===== src/rtl/cpu_pkg.sv =====
// Shared definitions for the accumulator CPU: opcodes, FSM states, word-width helper.
package cpu_pkg;

    localparam logic [3:0] OP_NOP = 4'h0;
    localparam logic [3:0] OP_LDA = 4'h1;
    localparam logic [3:0] OP_STA = 4'h2;
    localparam logic [3:0] OP_ADD = 4'h3;
    localparam logic [3:0] OP_SUB = 4'h4;
    localparam logic [3:0] OP_AND = 4'h5;
    localparam logic [3:0] OP_OR  = 4'h6;
    localparam logic [3:0] OP_XOR = 4'h7;
    localparam logic [3:0] OP_LDI = 4'h8;
    localparam logic [3:0] OP_JMP = 4'h9;
    localparam logic [3:0] OP_JZ  = 4'hA;
    localparam logic [3:0] OP_JC  = 4'hB;
    localparam logic [3:0] OP_NOT = 4'hC;
    localparam logic [3:0] OP_SHL = 4'hD;
    localparam logic [3:0] OP_SHR = 4'hE;
    localparam logic [3:0] OP_HLT = 4'hF;

    typedef enum logic [2:0] {
        RST_S = 3'd0,
        FETCH = 3'd1,
        EXEC  = 3'd2,
        MEM   = 3'd3,
        HALT  = 3'd4
    } state_t;

    // Instruction word is opcode (MSBs) followed by the address/immediate field.
    function automatic int instr_w(input int opc_w, input int addr_w);
        return opc_w + addr_w;
    endfunction

endpackage


===== src/rtl/acc_cpu_core_if.sv =====
// Instruction and data memory bus of the accumulator CPU, ready-handshaked.
interface acc_cpu_core_if
    import cpu_pkg::*;
#(
    parameter int DATA_W = 8,
    parameter int ADDR_W = 4,
    parameter int OPC_W  = 4
);
    localparam int IW = instr_w(OPC_W, ADDR_W);

    logic              imem_rd;
    logic [ADDR_W-1:0] imem_addr;
    logic [IW-1:0]     imem_data;
    logic              imem_rdy;
    logic              dmem_rd;
    logic              dmem_wr;
    logic [ADDR_W-1:0] dmem_addr;
    logic [DATA_W-1:0] dmem_wdata;
    logic [DATA_W-1:0] dmem_rdata;
    logic              dmem_rdy;

    modport master (
        output imem_rd, imem_addr,
        input  imem_data, imem_rdy,
        output dmem_rd, dmem_wr, dmem_addr, dmem_wdata,
        input  dmem_rdata, dmem_rdy
    );

    modport slave (
        input  imem_rd, imem_addr,
        output imem_data, imem_rdy,
        input  dmem_rd, dmem_wr, dmem_addr, dmem_wdata,
        output dmem_rdata, dmem_rdy
    );
endinterface


===== src/rtl/cpu_alu.sv =====
// Combinational ALU: computes the new accumulator and carry for every acc-writing opcode.
module cpu_alu
    import cpu_pkg::*;
#(
    parameter int DATA_W = 8
) (
    input  logic [3:0]        op,
    input  logic [DATA_W-1:0] acc,
    input  logic [DATA_W-1:0] operand,
    input  logic              c_in,
    output logic [DATA_W-1:0] result,
    output logic              c_out,
    output logic              z_out
);
    logic [DATA_W:0] sum;

    // Opcode-selected result; carry passes through unless the op defines it.
    always_comb begin
        result = acc;
        c_out  = c_in;
        sum    = {(DATA_W+1){1'b0}};
        case (op)
            OP_LDA, OP_LDI: result = operand;
            OP_ADD: begin
                sum    = {1'b0, acc} + {1'b0, operand};
                result = sum[DATA_W-1:0];
                c_out  = sum[DATA_W];
            end
            OP_SUB: begin
                result = acc - operand;
                c_out  = (acc < operand);
            end
            OP_AND: result = acc & operand;
            OP_OR:  result = acc | operand;
            OP_XOR: result = acc ^ operand;
            OP_NOT: result = ~acc;
            OP_SHL: begin
                result = {acc[DATA_W-2:0], 1'b0};
                c_out  = acc[DATA_W-1];
            end
            OP_SHR: begin
                result = {1'b0, acc[DATA_W-1:1]};
                c_out  = acc[0];
            end
            default: result = acc;
        endcase
    end

    assign z_out = (result == {DATA_W{1'b0}});
endmodule


===== src/rtl/acc_cpu_core.sv =====
// Accumulator CPU core: fetch/exec/mem FSM, pc, ir, acc and C/Z flags.
module acc_cpu_core
    import cpu_pkg::*;
#(
    parameter int DATA_W = 8,
    parameter int ADDR_W = 4,
    parameter int OPC_W  = 4
) (
    input  logic              clk,
    input  logic              rst,
    acc_cpu_core_if.master    bus,
    output logic [DATA_W-1:0] acc,
    output logic [ADDR_W-1:0] pc,
    output logic              halted
);
    localparam int IW = instr_w(OPC_W, ADDR_W);

    state_t            state_r, state_nxt;
    logic [IW-1:0]     ir_r;
    logic [ADDR_W-1:0] pc_r;
    logic [DATA_W-1:0] acc_r;
    logic              c_r, z_r;

    logic [3:0]        op;
    logic [ADDR_W-1:0] opr;
    logic [DATA_W-1:0] alu_opnd, alu_res;
    logic              alu_c, alu_z;
    logic              acc_we, jump_take;
    logic              fetch_done, mem_done;

    assign op         = 4'(ir_r[IW-1 -: OPC_W]);
    assign opr        = ir_r[ADDR_W-1:0];
    assign fetch_done = (state_r == FETCH) && bus.imem_rdy;
    assign mem_done   = (state_r == MEM) && bus.dmem_rdy;
    assign alu_opnd   = (state_r == MEM) ? bus.dmem_rdata : DATA_W'(opr);

    cpu_alu #(.DATA_W(DATA_W)) u_alu (
        .op      (op),
        .acc     (acc_r),
        .operand (alu_opnd),
        .c_in    (c_r),
        .result  (alu_res),
        .c_out   (alu_c),
        .z_out   (alu_z)
    );

    // FSM state register.
    always_ff @(posedge clk or negedge rst) begin
        if (!rst) begin
            state_r <= RST_S;
        end else begin
            state_r <= state_nxt;
        end
    end

    // FSM next-state logic; memory-class opcodes detour through MEM.
    always_comb begin
        state_nxt = state_r;
        case (state_r)
            RST_S: state_nxt = FETCH;
            FETCH: begin
                if (bus.imem_rdy) state_nxt = EXEC;
                else              state_nxt = FETCH;
            end
            EXEC: begin
                if (op >= OP_LDA && op <= OP_XOR) state_nxt = MEM;
                else if (op == OP_HLT)            state_nxt = HALT;
                else                              state_nxt = FETCH;
            end
            MEM: begin
                if (bus.dmem_rdy) state_nxt = FETCH;
                else              state_nxt = MEM;
            end
            HALT:    state_nxt = HALT;
            default: state_nxt = RST_S;
        endcase
    end

    // FSM outputs: requests decoded straight from the state so reset drops them at once.
    always_comb begin
        bus.imem_rd = 1'b0;
        bus.dmem_rd = 1'b0;
        bus.dmem_wr = 1'b0;
        halted      = 1'b0;
        case (state_r)
            FETCH: bus.imem_rd = 1'b1;
            MEM: begin
                bus.dmem_wr = (op == OP_STA);
                bus.dmem_rd = (op != OP_STA);
            end
            HALT:    halted = 1'b1;
            default: halted = 1'b0;
        endcase
    end

    // Decide whether this cycle writes acc/flags and whether a jump is taken.
    always_comb begin
        acc_we    = 1'b0;
        jump_take = 1'b0;
        case (state_r)
            EXEC: begin
                case (op)
                    OP_LDI, OP_NOT, OP_SHL, OP_SHR: acc_we = 1'b1;
                    OP_JMP:  jump_take = 1'b1;
                    OP_JZ:   jump_take = z_r;
                    OP_JC:   jump_take = c_r;
                    default: acc_we = 1'b0;
                endcase
            end
            MEM:     acc_we = mem_done && (op != OP_STA);
            default: acc_we = 1'b0;
        endcase
    end

    // Program counter and instruction register.
    always_ff @(posedge clk or negedge rst) begin
        if (!rst) begin
            pc_r <= {ADDR_W{1'b0}};
            ir_r <= {IW{1'b0}};
        end else if (fetch_done) begin
            ir_r <= bus.imem_data;
            pc_r <= pc_r + {{(ADDR_W-1){1'b0}}, 1'b1};
        end else if (jump_take) begin
            pc_r <= opr;
        end
    end

    // Accumulator and flags; the ALU passes C through for ops that leave it alone.
    always_ff @(posedge clk or negedge rst) begin
        if (!rst) begin
            acc_r <= {DATA_W{1'b0}};
            c_r   <= 1'b0;
            z_r   <= 1'b0;
        end else if (acc_we) begin
            acc_r <= alu_res;
            c_r   <= alu_c;
            z_r   <= alu_z;
        end
    end

    assign bus.imem_addr  = pc_r;
    assign bus.dmem_addr  = opr;
    assign bus.dmem_wdata = acc_r;
    assign acc            = acc_r;
    assign pc             = pc_r;
endmodule


===== src/flat_wrapper.sv =====
// flat-port wrapper written by rule: the top's interface ports become plain ports
module acc_cpu_core_flat import cpu_pkg::*;
#(
    parameter int DATA_W = 8,
    parameter int ADDR_W = 4,
    parameter int OPC_W  = 4
)
  (clk, rst, acc, pc, halted, bus_imem_rd, bus_imem_addr, bus_imem_data, bus_imem_rdy, bus_dmem_rd, bus_dmem_wr, bus_dmem_addr, bus_dmem_wdata, bus_dmem_rdata, bus_dmem_rdy);
  acc_cpu_core_if #(.DATA_W(DATA_W), .ADDR_W(ADDR_W), .OPC_W(OPC_W)) bus_i ();
  input  logic clk;
  input  logic rst;
  output logic [DATA_W-1:0] acc;
  output logic [ADDR_W-1:0] pc;
  output logic halted;
  output wire logic [$bits(bus_i.imem_rd)-1:0] bus_imem_rd;
  output wire logic [$bits(bus_i.imem_addr)-1:0] bus_imem_addr;
  input wire logic [$bits(bus_i.imem_data)-1:0] bus_imem_data;
  input wire logic [$bits(bus_i.imem_rdy)-1:0] bus_imem_rdy;
  output wire logic [$bits(bus_i.dmem_rd)-1:0] bus_dmem_rd;
  output wire logic [$bits(bus_i.dmem_wr)-1:0] bus_dmem_wr;
  output wire logic [$bits(bus_i.dmem_addr)-1:0] bus_dmem_addr;
  output wire logic [$bits(bus_i.dmem_wdata)-1:0] bus_dmem_wdata;
  input wire logic [$bits(bus_i.dmem_rdata)-1:0] bus_dmem_rdata;
  input wire logic [$bits(bus_i.dmem_rdy)-1:0] bus_dmem_rdy;
  assign bus_imem_rd = bus_i.imem_rd;
  assign bus_imem_addr = bus_i.imem_addr;
  assign bus_i.imem_data = bus_imem_data;
  assign bus_i.imem_rdy = bus_imem_rdy;
  assign bus_dmem_rd = bus_i.dmem_rd;
  assign bus_dmem_wr = bus_i.dmem_wr;
  assign bus_dmem_addr = bus_i.dmem_addr;
  assign bus_dmem_wdata = bus_i.dmem_wdata;
  assign bus_i.dmem_rdata = bus_dmem_rdata;
  assign bus_i.dmem_rdy = bus_dmem_rdy;
  acc_cpu_core #(.DATA_W(DATA_W), .ADDR_W(ADDR_W), .OPC_W(OPC_W)) u_core (.clk(clk), .rst(rst), .bus(bus_i), .acc(acc), .pc(pc), .halted(halted));
endmodule

===== config.mk =====
export PLATFORM = sky130hd
export DESIGN_NAME = acc_cpu_core_flat
export DESIGN_NICKNAME = d
export VERILOG_FILES = /design/src/rtl/cpu_pkg.sv /design/src/rtl/acc_cpu_core_if.sv /design/src/rtl/cpu_alu.sv /design/src/rtl/acc_cpu_core.sv /design/src/flat_wrapper.sv
export SDC_FILE = /design/constraint.sdc
export NUM_CORES = 1
export LEC_CHECK = 0
export CORE_ASPECT_RATIO = 1.75
export CORE_MARGIN = 10
export CORE_UTILIZATION = 37
export CTS_CLUSTER_DIAMETER = 200
export DETAILED_ROUTE_END_ITERATION = 12
export SLEW_MARGIN = 20
export SYNTH_ARGS = -nofsm -noshare
export SYNTH_HDL_FRONTEND = slang
export SYNTH_SLANG_ARGS = --single-unit

===== constraint.sdc =====
create_clock -name clk -period 4.4 [get_ports clk]
set_clock_uncertainty 0.1 [all_clocks]
set_input_delay 0.44 -clock clk [delete_from_list [all_inputs] [get_ports clk]]
set_output_delay 0.44 -clock clk [all_outputs]
set_load 0.01 [all_outputs]

======== Word level (Yosys, flattened, before mapping) ========
Index checks and enable logic that the tools add are counted.
Widths: inputs -> output; s select.
storage, ports and cells
  register bits after elaboration ......... 25
  input bits .............................. 20
  logic and storage cells ................. 65
cells by class
  $add $sub $neg .......................... 3
  magnitude comparators ................... 3
  equality and inequality tests ........... 20
  multiplexer cells ....................... 18
  bitwise operators ....................... 4
  reduce and logical (&&, ||, !) cells .... 11
operator list
  kind                 number
  $pmux 8 s9           1
  $eq 4x4->1 const B   8
  $eq 4x3->1 const B   4
  $pmux 3 s5           1
  $add 8x8->9          1
  $and 8x8->8          1
  $eq 4x2->1 const B   2
  $logic_not 8->1      1
  $lt 8x8->1           1
  $mux 4               2
  $mux 8               1
  $not 8->8            1
  $or 8x8->8           1
  $sub 8x8->8          1
  $xor 8x8->8          1
  $eq 3x2->1 const B   2
  $mux 1               6
  $mux 3               2
  $add 4x1->4 const B  1
  $eq 4x1->1 const B   1
  $ge 4x1->1 const B   1
  $le 4x3->1 const B   1
  $logic_and 1x1->1    4
  $mux 2               2
  other kinds (12)     12

======== Longest topological paths before layout ========
  word-level depth ........................ 5
  gate-level depth with buffers ........... 13

======== Cells and area by module ========
Synthesis repeated with hierarchy kept, for this count alone.
second synthesis, totals
  cells, all modules ...................... 425
  area total of the unflattened synthesis .. 3375.7 µm²
modules (own cells, without submodules)
  module        instances  cells an instance  area an instance (µm²)
  cpu_alu       1          279                1969.4
  acc_cpu_core  1          146                1406.3

======== Worst setup path after synthesis ========
Ideal clock, no wire load.
  path kind ............................... reg-to-reg
  from .................................... register u_core.state_r[2]
  to ...................................... register u_core.z_r
  library setup time ...................... 68 ps
  arrival ................................. 2877 ps
  required time ........................... 4232 ps
  slack ................................... 1355 ps
  cell stages (with the launch flop) ...... 13
  buffers on the path ..................... 0
  clock period less this slack ............ 3045 ps
  path through ............................ dfrtp_1 -> nand3b_4 -> mux2i_1 -> inv_1 -> ha_1 -> fa_1 -> nor4bb_1 -> o21ai_1 -> nand4_1 -> a2111oi_2 -> o211a_1 -> nor4b_2 -> a32o_1
on the way
  longest elaborated chain between the ends .. 5
  elaborated cells on any way between the ends .. 13
  classes of those cells .................. add/sub: 2; eq/ne: 2; mux: 3; bitwise: 3; reduce/logical: 3
ends and longest elaborated chain
  what                                 line                                                         text
  start, declared                      acc_cpu_core.sv:18                                           state_t state_r, state_nxt;
  start signal, assigned               acc_cpu_core.sv:52                                           state_r <= state_nxt;
  $eq 3x2->1                           acc_cpu_core.sv:34, acc_cpu_core.sv:35, acc_cpu_core.sv:100
  $mux 8                               acc_cpu_core.sv:35                                           assign alu_opnd = (state_r == MEM) ? bus.dmem_rdata : DATA_W'(opr);
  $sub 8x8->8 (tied with other cells)  cpu_alu.sv:30                                                result = acc - operand;
  $pmux 8 s9                           cpu_alu.sv:22                                                case (op)
  $logic_not 8->1                      cpu_alu.sv:49                                                assign z_out = (result == {DATA_W{1'b0}});
  end signal, assigned                 acc_cpu_core.sv:137                                          z_r <= alu_z;
  end, declared                        acc_cpu_core.sv:22                                           logic c_r, z_r;
Parallel ways exist; a longest one is shown, timed or not.
A chain may end at the register's enable or synchronous reset.

======== Final worst setup path ========
  from .................................... register u_core.state_r[0]
  to ...................................... register u_core.z_r
The elaborated chain is that of the path after synthesis.

==> out/summary.txt <==
status: completed
Top FF cell, synth: dfrtp_1
Reg area: 626 um2
Mean Syn Cell Area: 7.81 um2
Layout Cells excl Fill: 510
Reg2Reg Capture Point: u_core.z_r$_DFFE_PN0P_
clock buffer depth: 2
Post-Synthesis Cells: 399
placed cell count: 506
core footprint: 8260 um2
max frequency: 0.278 GHz
final RePlAce weighted congestion: 0.986
GR Overflow Total: 0
R2R depth: 12
endpoints failing hold: 0
part of the Yosys area used for sequential elements: 20.1%
final setup TNS: 0 ns
syn_nets: 448
setup violators final: 0
fraction of layout cells with a size suffix above 1: 6.22%
first-pass GRT wire length: 17.0 mm
vias per cell: 6.20
Worst setup EP type: flop
drt drc: 0
Final nets: 468
synth-to-layout area growth: 15.0%
CP Max Fanout: 12
hold_buf cts: 0
Post-synth EDFFs: 0
total number of vias: 3164
area occupied by multi-input gates: 2120 um2
RSZ-0062 raised after global routing: false
Slew Limit Fails: 0
Tmin final: 3.60 ns
maximum VDD drop: 0.500 mV
WL final: 10.7 mm
Hold Path Depth: 1
Unique masters post-synth: 72
max incr delay on CP: 0.58 ns
Mapped Area: 3110 um2
Stages on worst setup path: 12
n_diodes: 0
fraction of the cycle the final worst path needs: 81.7%
Filler cells: 871
number of global-route vias before repair: 3156
die area: 12600 um2
Slowest-stage cell, CP: dfrtp_1
drt pass-1 iters: 6
Cell Rows: 44
Hold EP: u_core.z_r$_DFFE_PN0P_
crit path cell chain: nand3b_4 -> mux2i_1 -> inv_1 -> ha_1 -> fa_1 -> nand3_1 -> and2_1 -> nor3_1 -> nor4b_1 -> a32oi_1 -> nor4b_2 -> a32o_1
commonest non-fill, non-tap cell in the layout: clkdlybuf4s50_1
Die Y: 141 um
post-CTS setup buffers: 0
Synth Register Bits: 25
commonest non-fill, non-tap cells in the layout: clkdlybuf4s50_1, nand2_1, inv_1
CTS clock-pin slew for the worst setup and hold paths: 0.07 ns
Crit path max-delay family: simple AND/OR/NAND/NOR gates
actual slew at the worst max-slew pin: 1.01 ns
Root Buffer Master: clkbuf_16
DRT antenna net count: 0
HPWL Detailed: 8.39 mm
CTS tree: yes
DR WL/cell: 21.0 um
Die X: 89.4 um
total CTS buffers: 3
clock sinks: 25
R2R Setup Slk: 0.80 ns
initial antenna violation count: 0
Initial DRC Count: 334
CTS HTree Levels: 1
asr flop ratio synth: 100%
Hold Path Origin: u_core.z_r$_DFFE_PN0P_
Syn. warnings: 0
Max Cap Viol: 0
LEAKAGE: 1.54 nW
GRT Overall Usage: 17.1%
CP required: 4.50 ns
Hold WC Path Type: reg -> reg
Slew HR: 32.7%
Worst-Skew Late Latency: 0.27 ns
CP Data Arrival Time: 3.70 ns
CP Class: reg -> reg
WP buf/inv: 1
pwr/cell area: 879 nW/um2
R2R Path Start: u_core.state_r[0]$_DFF_PN0_
Resize count post-CTS: 0
IO Pins: 52
number of buffers added on ports: 51
Startpoint Class: flop
Starting Density: 37.7%
largest net degree at the start of global routing: 29
cell type report:
class,instances,area share [%]
Timing Repair Buffer,53,14.7
Multi-Input combinational cell,304,59.1
Inverter,32,3.35
Sequential cell,25,17.5
Clock buffer,3,2.10
Clock inverter,1,0.140
Tap cell,92,3.21
flip-flops by register name, indices dropped and copies added (netlist names):
signal,count
u_core.acc,8
u_core.bus.imem_addr,4
u_core.c_r,1
u_core.ir_r,8
u_core.state_r,3
u_core.z_r,1
routing by layer:
metal  GRT usage, %  wire, um  share of wire (%)  up-vias
met5              0         0                  0        -
met2           29.4      5530                 52      145
met4           11.7       687                6.4        0
li1               -         -                  -     1465
met1           18.4      3880                 36     1510
met3           2.64       615                5.7       44
logic make-up (layout without fill, tap and decap cells):
kind of cell / count (synthesis) / count (layout) / share of synthesized area (%)
simple gates: 142 / 142 / 24.6
compound gates: 116 / 116 / 25.6
xor+xnor: 3 / 3 / 0.844
flops: 25 / 25 / 20.1
mux: 13 / 13 / 4.38
buf+inv: 70 / 89 / 12.0
fa+ha+maj: 30 / 30 / 12.5
power by group:
group / internal (mW) / switching (mW)
Sequential: 0.330 / 0.288
Combinational: 0.975 / 1.35
Clock: 0.123 / 0.0858
synthesized netlist by cell type (all sizes together), types with 8 or more instances:
cell     n  area share, %
a21oi   24            4.0
buf     32            7.4
dfrtp   25             20
ha      27             11
inv     32            3.9
mux2i    8            2.6
nand2   43            5.2
nand2b  13            2.6
nand3   10            1.6
nor2    28            3.4
nor2b    8            1.8
nor3     8            1.4
o21ai   31            5.1
stage by stage:
step           utilization [%]  power (mW)  setup slack, ns  area (um2)  hold slack, ns
2_1_floorplan                -        2.22             1.35        3110          0.0444
3_3_place_gp              42.4        2.89            0.961        3500           0.391
3_5_place_dp              42.4        2.90            0.812        3500           0.400
4_1_cts                   43.4        3.12            0.819        3580           0.416
5_1_grt                   43.4        3.39            0.610        3580           0.442
6_report                  43.4        3.15            0.804        3580           0.411
worst max-delay path by stage:
| stage | to | slack, ns | from |
|---|---|---|---|
| CTS | u_core.z_r$_DFFE_PN0P_ | 0.82 | u_core.state_r[0]$_DFF_PN0_ |
| detailed placement | u_core.z_r$_DFFE_PN0P_ | 0.81 | bus_dmem_rdata[0] |
| global route | u_core.z_r$_DFFE_PN0P_ | 0.61 | u_core.state_r[0]$_DFF_PN0_ |
| finish | u_core.z_r$_DFFE_PN0P_ | 0.80 | u_core.state_r[0]$_DFF_PN0_ |
| floorplan | u_core.z_r$_DFFE_PN0P_ | 1.35 | u_core.state_r[2]$_DFF_PN0_ |
| global placement | u_core.z_r$_DFFE_PN0P_ | 0.96 | bus_dmem_rdata[0] |
No activity file was read; power rests on OpenSTA's default activity.
